--- src/rtl/seg7_capture_if.sv ---
// Display-side bundle for seg7_capture: sampled anode/segment lines in,
// recovered frame and status pulses out.
interface seg7_capture_if;
  logic [3:0]  anode_in;
  logic [6:0]  seg_in;
  logic [15:0] BCD_out;
  logic        frame_valid;
  logic [3:0]  digit_mask;
  logic        seg_error;
  logic        anode_error;
  logic        stale;

  modport master (
    output anode_in, seg_in,
    input  BCD_out, frame_valid, digit_mask, seg_error, anode_error, stale
  );

  modport slave (
    input  anode_in, seg_in,
    output BCD_out, frame_valid, digit_mask, seg_error, anode_error, stale
  );
endinterface

--- src/rtl/seg7_capture.sv ---
// Recovers the 16-bit hex value shown on a 4-digit multiplexed 7-segment display.
// Optional stale-frame watchdog is built only when SEG7_CAP_STALE_EN is defined.
module seg7_capture #(
  parameter int unsigned SETTLE_CYCLES = 16,
  parameter int unsigned STALE_CYCLES  = 4194304
) (
  input logic           clk_100mhz,
  input logic           rst,
  seg7_capture_if.slave disp
);

  localparam int unsigned CNT_W = $clog2(SETTLE_CYCLES);
  localparam logic [CNT_W-1:0] CNT_MAX = CNT_W'(SETTLE_CYCLES - 1);

  if (SETTLE_CYCLES < 2 || STALE_CYCLES < 2) begin : g_param_check
    $error("seg7_capture: SETTLE_CYCLES and STALE_CYCLES must be at least 2");
  end

  typedef enum logic [1:0] {
    IDLE   = 2'd0,
    SETTLE = 2'd1,
    HELD   = 2'd2
  } state_e;

  function automatic logic anode_is_legal(input logic [3:0] a);
    case (a)
      4'b0111, 4'b1011, 4'b1101, 4'b1110: anode_is_legal = 1'b1;
      default:                            anode_is_legal = 1'b0;
    endcase
  endfunction

  function automatic logic anode_is_illegal(input logic [3:0] a);
    anode_is_illegal = (a != 4'b1111) && !anode_is_legal(a);
  endfunction

  function automatic logic [1:0] anode_index(input logic [3:0] a);
    case (a)
      4'b0111: anode_index = 2'd3;
      4'b1011: anode_index = 2'd2;
      4'b1101: anode_index = 2'd1;
      default: anode_index = 2'd0;
    endcase
  endfunction

  // Inverse of the hex-to-segment table; bit 4 flags a recognised pattern.
  function automatic logic [4:0] seg_decode(input logic [6:0] s);
    case (s)
      7'b0000001: seg_decode = {1'b1, 4'h0};
      7'b1001111: seg_decode = {1'b1, 4'h1};
      7'b0010010: seg_decode = {1'b1, 4'h2};
      7'b0000110: seg_decode = {1'b1, 4'h3};
      7'b1001100: seg_decode = {1'b1, 4'h4};
      7'b0100100: seg_decode = {1'b1, 4'h5};
      7'b0100000: seg_decode = {1'b1, 4'h6};
      7'b0001111: seg_decode = {1'b1, 4'h7};
      7'b0000000: seg_decode = {1'b1, 4'h8};
      7'b0000100: seg_decode = {1'b1, 4'h9};
      7'b0001000: seg_decode = {1'b1, 4'hA};
      7'b1100000: seg_decode = {1'b1, 4'hB};
      7'b0110001: seg_decode = {1'b1, 4'hC};
      7'b1000010: seg_decode = {1'b1, 4'hD};
      7'b0110000: seg_decode = {1'b1, 4'hE};
      7'b0111000: seg_decode = {1'b1, 4'hF};
      default:    seg_decode = {1'b0, 4'h0};
    endcase
  endfunction

  logic [3:0]  anode_meta_q, anode_sync_q;
  logic [6:0]  seg_meta_q, seg_sync_q;
  logic [10:0] prev_q;
  logic [CNT_W-1:0] cnt_q, cnt_d;
  state_e      state_q, state_d;
  logic [15:0] staging_q, staging_d;
  logic [3:0]  mask_q, mask_d;
  logic [15:0] bcd_q, bcd_d;
  logic        frame_valid_q, frame_valid_d;
  logic        seg_error_q, seg_error_d;
  logic        anode_error_q, anode_error_d;

  logic [10:0] cur_sample;
  logic        stable;
  logic        anode_legal;
  logic        capture_en;
  logic [4:0]  dec;
  logic [1:0]  dig_idx;
  logic [3:0]  mask_set;

  assign cur_sample  = {anode_sync_q, seg_sync_q};
  assign stable      = (cur_sample == prev_q);
  assign anode_legal = anode_is_legal(anode_sync_q);
  assign dec         = seg_decode(seg_sync_q);
  assign dig_idx     = anode_index(anode_sync_q);
  assign mask_set    = mask_q | (4'b0001 << dig_idx);

  // Synchronizers and history idle at the blank/all-dark pattern so that
  // leaving reset never looks like an illegal anode.
  // NOTE: sequential state uses non-blocking (<=) so every flop samples the
  // pre-edge value of its neighbours regardless of statement order.
  always_ff @(posedge clk_100mhz or posedge rst) begin
    if (rst) begin
      anode_meta_q <= 4'b1111;
      anode_sync_q <= 4'b1111;
      seg_meta_q   <= 7'b1111111;
      seg_sync_q   <= 7'b1111111;
      prev_q       <= 11'h7FF;
      cnt_q        <= '0;
    end else begin
      anode_meta_q <= disp.anode_in;
      anode_sync_q <= anode_meta_q;
      seg_meta_q   <= disp.seg_in;
      seg_sync_q   <= seg_meta_q;
      prev_q       <= cur_sample;
      cnt_q        <= cnt_d;
    end
  end

  always_comb begin
    cnt_d = cnt_q;
    if (!stable)
      cnt_d = '0;
    else if (cnt_q != CNT_MAX)
      cnt_d = cnt_q + CNT_W'(1);
  end

  always_ff @(posedge clk_100mhz or posedge rst) begin
    if (rst) state_q <= IDLE;
    else     state_q <= state_d;
  end

  // NOTE: every signal written here gets a default first, so no path leaves
  // it unassigned and no latch is inferred.
  always_comb begin
    state_d    = state_q;
    capture_en = 1'b0;
    case (state_q)
      IDLE:    if (anode_legal) state_d = SETTLE;
      SETTLE: begin
        if (!stable) begin
          state_d = anode_legal ? SETTLE : IDLE;
        end else if (cnt_q == CNT_MAX) begin
          capture_en = 1'b1;
          state_d    = HELD;
        end
      end
      HELD:    if (!stable) state_d = anode_legal ? SETTLE : IDLE;
      default: state_d = IDLE;
    endcase
    if (!anode_legal) begin
      state_d    = IDLE;
      capture_en = 1'b0;
    end
  end

  // Capture and frame assembly; the completing nibble goes straight into BCD.
  always_comb begin
    staging_d     = staging_q;
    mask_d        = mask_q;
    bcd_d         = bcd_q;
    frame_valid_d = 1'b0;
    seg_error_d   = 1'b0;
    anode_error_d = anode_is_illegal(anode_sync_q) && !anode_is_illegal(prev_q[10:7]);
    if (capture_en) begin
      if (dec[4]) begin
        staging_d[{dig_idx, 2'b00} +: 4] = dec[3:0];
        if (mask_set == 4'b1111) begin
          bcd_d         = staging_d;
          frame_valid_d = 1'b1;
          mask_d        = 4'b0000;
        end else begin
          mask_d = mask_set;
        end
      end else begin
        seg_error_d = 1'b1;
      end
    end
  end

  always_ff @(posedge clk_100mhz or posedge rst) begin
    if (rst) begin
      staging_q     <= '0;
      mask_q        <= '0;
      bcd_q         <= '0;
      frame_valid_q <= 1'b0;
      seg_error_q   <= 1'b0;
      anode_error_q <= 1'b0;
    end else begin
      staging_q     <= staging_d;
      mask_q        <= mask_d;
      bcd_q         <= bcd_d;
      frame_valid_q <= frame_valid_d;
      seg_error_q   <= seg_error_d;
      anode_error_q <= anode_error_d;
    end
  end

  assign disp.BCD_out     = bcd_q;
  assign disp.frame_valid = frame_valid_q;
  assign disp.digit_mask  = mask_q;
  assign disp.seg_error   = seg_error_q;
  assign disp.anode_error = anode_error_q;

`ifdef SEG7_CAP_STALE_EN
  localparam int unsigned STALE_W = $clog2(STALE_CYCLES);
  localparam logic [STALE_W-1:0] STALE_MAX = STALE_W'(STALE_CYCLES - 1);

  logic [STALE_W-1:0] stale_cnt_q, stale_cnt_d;

  // Saturating watchdog; stale is simply "counter parked at its ceiling".
  always_comb begin
    stale_cnt_d = stale_cnt_q;
    if (frame_valid_d)
      stale_cnt_d = '0;
    else if (stale_cnt_q != STALE_MAX)
      stale_cnt_d = stale_cnt_q + STALE_W'(1);
  end

  always_ff @(posedge clk_100mhz or posedge rst) begin
    if (rst) stale_cnt_q <= '0;
    else     stale_cnt_q <= stale_cnt_d;
  end

  assign disp.stale = (stale_cnt_q == STALE_MAX);
`else
  assign disp.stale = 1'b0;
`endif

endmodule

--- src/flat_wrapper.sv ---
// flat-port wrapper written by rule: the top's interface ports become plain ports
module seg7_capture_flat 
#(
  parameter int unsigned SETTLE_CYCLES = 16,
  parameter int unsigned STALE_CYCLES  = 4194304
)
  (clk_100mhz, rst, disp_anode_in, disp_seg_in, disp_BCD_out, disp_frame_valid, disp_digit_mask, disp_seg_error, disp_anode_error, disp_stale);
  seg7_capture_if disp_i ();
  input logic clk_100mhz;
  input logic rst;
  input wire logic [$bits(disp_i.anode_in)-1:0] disp_anode_in;
  input wire logic [$bits(disp_i.seg_in)-1:0] disp_seg_in;
  output wire logic [$bits(disp_i.BCD_out)-1:0] disp_BCD_out;
  output wire logic [$bits(disp_i.frame_valid)-1:0] disp_frame_valid;
  output wire logic [$bits(disp_i.digit_mask)-1:0] disp_digit_mask;
  output wire logic [$bits(disp_i.seg_error)-1:0] disp_seg_error;
  output wire logic [$bits(disp_i.anode_error)-1:0] disp_anode_error;
  output wire logic [$bits(disp_i.stale)-1:0] disp_stale;
  assign disp_i.anode_in = disp_anode_in;
  assign disp_i.seg_in = disp_seg_in;
  assign disp_BCD_out = disp_i.BCD_out;
  assign disp_frame_valid = disp_i.frame_valid;
  assign disp_digit_mask = disp_i.digit_mask;
  assign disp_seg_error = disp_i.seg_error;
  assign disp_anode_error = disp_i.anode_error;
  assign disp_stale = disp_i.stale;
  seg7_capture #(.SETTLE_CYCLES(SETTLE_CYCLES), .STALE_CYCLES(STALE_CYCLES)) u_core (.clk_100mhz(clk_100mhz), .rst(rst), .disp(disp_i));
endmodule
--- config.mk ---
export PLATFORM = sky130hd
export DESIGN_NAME = seg7_capture_flat
export DESIGN_NICKNAME = d
export VERILOG_FILES = /design/src/rtl/seg7_capture_if.sv /design/src/rtl/seg7_capture.sv /design/src/flat_wrapper.sv
export SDC_FILE = /design/constraint.sdc
export NUM_CORES = 1
export LEC_CHECK = 0
export CORE_AREA = 2 2 84 86
export CTS_CLUSTER_DIAMETER = 200
export DETAILED_ROUTE_END_ITERATION = 10
export DIE_AREA = 0 0 86 88
export PLACE_DENSITY = 0.86
export SETUP_SLACK_MARGIN = 0.3
export SYNTH_ARGS = -nofsm -noshare
export SYNTH_HDL_FRONTEND = slang
export SYNTH_SLANG_ARGS = --single-unit
export TNS_END_PERCENT = 100
--- constraint.sdc ---
create_clock -name clk_100mhz -period 4.7 [get_ports clk_100mhz]
set_clock_uncertainty 0.1 [all_clocks]
set_input_delay 0.47 -clock clk_100mhz [delete_from_list [all_inputs] [get_ports clk_100mhz]]
set_output_delay 0.47 -clock clk_100mhz [all_outputs]
set_load 0.02 [all_outputs]
==> reports/results.ini, run 1 <==
[run_status]
status = complete, no violations

[cells_and_area]
drive_gt1_frac = 0.218
fin_cells = 412
final_util = 0.624
area_growth_pct = 15.2
fillers = 509
seq_area_um2 = 1990
final_nets = 347
final_common_cell = dfrtp_1
multi_input_area_um2 = 1460
mostFrequentLayoutCells = 45 x dfrtp_1, 35 x clkdlybuf4s50_1, 33 x dfstp_2

[drt]
first_iter_violations = 181
via_per_inst = 5.91
ant_nets = 0
vias = 2433
route.detailed.drc = 0
firstDrtPassIters = 5
wl_per_cell_um = 16.5
routed_wl_um = 6780

[placed_design]
dp.cells = 395
dp_hpwl_um = 4800
io_buffers = 35
gp_congestion = 0.869

[logic_synthesis]
synth_area_leader_cell = dfrtp_1
synth_top_family_by_area = simple AND/OR/NAND/NOR gates
synth_area_per_cell_um2 = 12.3
synth_compound_area_frac = 0.132
ys_seq_elements = 78
yosysWarnings = 0
syn-cell-area_um2 = 3600
synth_ff_type = dfrtp_1
synth-seq-area-share = 0.554
synth.net_count = 314
synth_edf_count = 0
syn_inst = 293
async_flop_share = 1.00
synthSimpleGateAreaFrac = 0.132
synthMuxAreaShare = 0.0671
synthTopCellsByArea = dfrtp_1 31%, dfstp_2 24%, mux2_4 5.8%
synthAdderAreaFrac = 0.0306
synthXorXnorAreaFrac = 0.0414
yosysUniqueCellTypes = 57
yosysTopAreaCellShare = 0.313

[clock_network]
root_buffer = clkbuf_8
htreeDepth = 3
path_clk_slew_ns = 0.08
post-cts-setup-buffers = 0
worstSkewPairLatency_ns = 0.35
cts_buffers = 9
cts.sinks = 78
cts_tree = built
clockBufferDepth = 2
cts_hold_buf = 0
cts_resized = 0

[die]
start_util = 0.542
die_y_um = 88
dieArea_um2 = 7570
coreArea_um2 = 6640
rows = 30
die_w_um = 86
ioPinCount = 37

[critical_path]
endpoint = u_core.disp.BCD_out[15]
r2r_start = u_core.seg_sync_q[3]
timing.rr.end = u_core.disp.BCD_out[15]
critPathLaunch = u_core.seg_sync_q[3]
cp.buffers_inverters = 1
path_cells = xor2_1, nor4_2, nand3_2, or3_1, nor4b_4, buf_4, mux2_2
crit_fanout = 18
cp_slowest_stage_delay_ns = 0.73
critPathLaunchType = flop
setup.worst_path.end_class = flop
required_ns = 4.84
crit_type = reg -> reg
cp.depth = 7
cpMaxStageDelayCell = dfstp_2
arrival_ns = 3.25
rr_worst_depth = 7
ff2ff_setup_slack_ns = 1.59
cp_top_family = simple AND/OR/NAND/NOR gates

[timing]
relSlewSlack = 0.177
rsz0062_at_grt = false
fin_crit_sh = 0.662
setup_viol = 0
tightest_slew_ns = 1.23
max_freq_ghz = 0.322
finalCriticalPeriod_ns = 3.11
setup_tns_ns = 0
drv_slew = 0
hold_viol_final = 0
timing.hold.ws_ns = 0.255

[power_and_ir_drop]
ir_drop_mv = 0.220
leakagePower_nw = 1.84
power_density_nw_per_um2 = 306
power_mw = 1.27

[global_route]
grt_max_degree = 53
overflow = 0
grt_first_pass_wirelength_um = 11200
antenna_found_initial = 1
grt_pass1_vias = 2402
grt_usage = 0.195

[worst_hold_path]
hold_class = reg -> reg

[flow_run]
drv_cap = 0

==> how the worst min path moves through the flow <==
stage / from / to / slack [ns] / cells past startpoint
floorplan: u_core.anode_meta_q[0] / u_core.anode_sync_q[0] / 0.25 / 0
global placement: u_core.seg_meta_q[5] / u_core.seg_sync_q[5] / 0.25 / 0
detailed placement: u_core.seg_meta_q[5] / u_core.seg_sync_q[5] / 0.25 / 0
CTS: u_core.seg_meta_q[5] / u_core.seg_sync_q[5] / 0.26 / 0
global route: u_core.seg_meta_q[1] / u_core.seg_sync_q[1] / 0.26 / 0
finish: u_core.seg_meta_q[2] / u_core.seg_sync_q[2] / 0.25 / 0
==> final cells by class <==
class                           instances  area share
Sequential cell                        78       0.481
Multi-Input combinational cell        188       0.351
Timing Repair Buffer                   38      0.0899
Clock buffer                           15      0.0428
Tap cell                               80      0.0241
Inverter                               11     0.00995
Clock inverter                          1     0.00121
Antenna cell                            1    0.000603
==> flip-flops by register name, summed over array words and instances, names as in the netlist, 2 cells and up <==
name	count
u_core.state_q	2
u_core.anode_sync_q	4
u_core.seg_meta_q	7
u_core.disp.BCD_out	16
u_core.disp.digit_mask	4
u_core.cnt_q	4
u_core.staging_q	16
u_core.anode_meta_q	4
u_core.prev_q	11
u_core.seg_sync_q	7
==> power breakdown <==
group | internal [mW] | switching [mW]
registers | 0.699 | 0.0207
clock network | 0.239 | 0.227
logic | 0.0332 | 0.0502
total | 0.971 | 0.298
==> layer usage <==
layer | share of wire | vias to the layer above | track usage
li1 | - | 1124 | -
met1 | 0.43 | 1197 | 0.246
met2 | 0.48 | 94 | 0.304
met3 | 0.060 | 18 | 0.0396
met4 | 0.032 | 0 | 0.134
met5 | 0 | - | 0
==> Yosys cell counts, types with 3 or more instances <==
master     number
a21oi_1         5
a31oi_1         4
o2bb2ai_1       4
xnor2_1         3
dfstp_2        33
clkbuf_1        5
nand3_1        17
nor2_1         18
ha_1            8
a21o_1          4
buf_6           4
inv_1          11
a211oi_1        3
nor2b_1         3
nor3_1         10
o22ai_1         3
a22o_1         23
nand2_1         7
and3_1          4
dfrtp_1        45
o21ai_0         5
mux2_4         14
buf_2           4
xor2_1         14
or3_1           3
nor3b_1         5
==> through the flow <==
step,cell area (um2),setup WS (ns)
2_1_floorplan,3600,1.83
3_3_place_gp,3960,1.70
3_5_place_dp,3960,1.60
4_1_cts,4150,1.59
5_1_grt,4150,1.38
6_report,4150,1.59
==> cells by family (layout without fill, tap and decap cells) <==
group	count (synthesis)	count (layout)
AND/OR/NAND/NOR	82	82
flip-flops	78	78
AO/OA/AOI/OAI	62	62
buffers and inverters	27	65
XOR/XNOR	17	17
multiplexers	17	17
adder cells (fa/ha/maj)	9	9
other	1	2
(Power assumes the default switching activity.)
==> run 2, diff against run 1 <==
==> constraint.sdc (replaced) <==
create_clock -name clk_100mhz -period 2.9 [get_ports clk_100mhz]
set_clock_uncertainty 0.1 [all_clocks]
set_input_delay 0.29 -clock clk_100mhz [delete_from_list [all_inputs] [get_ports clk_100mhz]]
set_output_delay 0.29 -clock clk_100mhz [all_outputs]
set_load 0.02 [all_outputs]
==> run 2 against run 1 <==
  * Clock power is 53% higher
  * Global-route usage is 0.24 points higher
  * Fmax rose by 18%
  * Design area is 4.6% higher
  * Flip-flop and latch count stayed put
  * Register-to-register slack worse by 1.3 ns
  * Setup slack got worse by 1.3 ns
  * Routed wire length rose by 3.5%
  * Cell count increased by 5.1%
  * Count of clock-buffer cells in the layout fell by 3
  * Non-clock buffer count rose by 22
  * Utilization is 2.9 points higher
==> reports/results.ini, run 2 (synthesized netlist as in run 1, its figures left out) <==
[cells_and_area]
mostFrequentLayoutCells = 45 x dfrtp_1, 35 x clkdlybuf4s50_1, 33 x dfstp_2
drive_gt1_frac = 0.286
num_antenna_cells = 0
final_common_cell = dfrtp_1
area_growth_pct = 20.5
fillers = 493
final_nets = 369
seq_area_um2 = 1990
multi_input_area_um2 = 1470

[clock_network]
path_clk_slew_ns = 0.08
clockBufferDepth = 2
root_buffer = clkbuf_8
cts.sinks = 78
cts_tree = built
htreeDepth = 3
cts_hold_buf = 0
worstSkewPairLatency_ns = 0.36
cts_buffers = 9

[drt]
ant_nets = 0
firstDrtPassIters = 4
route.detailed.drc = 0
wl_per_cell_um = 16.2
vias = 2433
routed_wl_um = 7020
via_per_inst = 5.62
first_iter_violations = 150

[critical_path]
arrival_ns = 2.78
setup.worst_path.end_class = flop
required_ns = 3.04
crit_type = reg -> reg
crit_fanout = 10
critPathLaunchType = flop

[timing]
rsz0062_at_grt = true
drv_slew = 0
hold_viol_final = 0
max_freq_ghz = 0.378
setup_viol = 0
setup_tns_ns = 0
fin_crit_sh = 0.912
finalCriticalPeriod_ns = 2.64

[die]
die_w_um = 86
ioPinCount = 37
coreArea_um2 = 6640
dieArea_um2 = 7570
rows = 30
die_y_um = 88
start_util = 0.542

[power_and_ir_drop]
p_seq_frac = 0.570
power_density_nw_per_um2 = 468
pwr-share-comb = 0.079
p_switching_uw = 499
leakagePower_nw = 1.95
power_frac_clock = 0.350
internal_power_mw = 1.53
ir_drop_mv = 0.352
power_mw = 2.03
swShare = 0.246

[placed_design]
io_buffers = 35
gp_congestion = 0.838
dp_hpwl_um = 4650

[global_route]
grt_first_pass_wirelength_um = 11400
antenna_found_initial = 0
grt_pass1_vias = 2335
grt_usage = 0.198
overflow = 0
grt_max_degree = 79

[worst_hold_path]
hold_class = in -> async

[flow_run]
drv_cap = 0

[run_status]
status = complete, no violations

[run 2: cell types whose count changed in the layout (fill, tap and decap cells not counted), sizes merged]
cell	before	now
buf	3	25
clkbuf	15	12
clkinv	1	4
diode	1	0
[run 2: path summary, 6_finish.rpt]
check | from | endpoint | depth (start not counted) | slack (ns)
max | u_core.anode_sync_q[3] | u_core.disp.BCD_out[11] | 7 | 0.26
min | rst | u_core.staging_q[0] | 3 | 0.23
max reg2reg | u_core.anode_sync_q[3] | u_core.disp.BCD_out[11] | 7 | 0.26
min reg2reg | u_core.seg_meta_q[1] | u_core.seg_sync_q[1] | 0 | 0.25
max in group asynchronous | rst | u_core.prev_q[3] | 3 | 2.12
min in group clk_100mhz | disp_anode_in[2] | u_core.anode_meta_q[2] | 1 | 0.23
[run 2: power groups by stage]
stage	Sequential, mW	Combinational [mW]	Clock [mW]
after floorplan	1.17	0.112	0
after global placement	1.18	0.144	0
after detailed placement	1.18	0.148	0
after CTS	1.16	0.157	0.733
after global routing	1.16	0.179	0.773
final	1.16	0.161	0.712
[run 2: layout make-up]
cell class,count,share of cell area
multi-input combinational,188,0.339
clock inverter,4,0.00548
sequential,78,0.459
clock buffer,12,0.0334
inverter,11,0.00952
tap,80,0.0231
timing repair buffer,60,0.130
[run 2: routing by layer]
layer,GRT usage,vias to the layer above,part of all wire,routed length [um]
li1,-,1165,-,-
met1,0.261,1184,0.43,3020
met2,0.309,75,0.50,3490
met3,0.0518,9,0.059,414
met4,0.0880,0,0.014,100
met5,0,-,0,0
[run 2: through the flow]
| stage | cells | hold WS, ns | area [um2] | setup WS, ns | utilization |
|---|---|---|---|---|---|
| after floorplan | 293 | 0.194 | 3610 | 0.166 | - |
| after global placement | 406 | 0.245 | 4060 | 0.215 | 0.611 |
| after detailed placement | 406 | 0.247 | 4060 | 0.197 | 0.611 |
| after CTS | 428 | 0.221 | 4280 | 0.262 | 0.645 |
| after global routing | 433 | 0.232 | 4340 | 0.178 | 0.653 |
| final | 433 | 0.231 | 4340 | 0.256 | 0.653 |
[run 2: repair_timing]
item / CTS / global route
cloned: 0 / 1
endpoints found under the setup margin: 15 / 16
hold endpoints to repair: 0 / 0
buffers inserted: 6 / 4
gates resized for setup: 2 / 7
pin swaps: 0 / 0
[run 2: worst max-delay path: stages, from the launching register on]
cell,delay (ns)
dfstp_2,0.61
xor2_1,0.10
nor4_2,0.32
nand3_2,0.12
or3_4,0.40
nor4b_4,0.34
buf_6,0.23
mux2_4,0.31
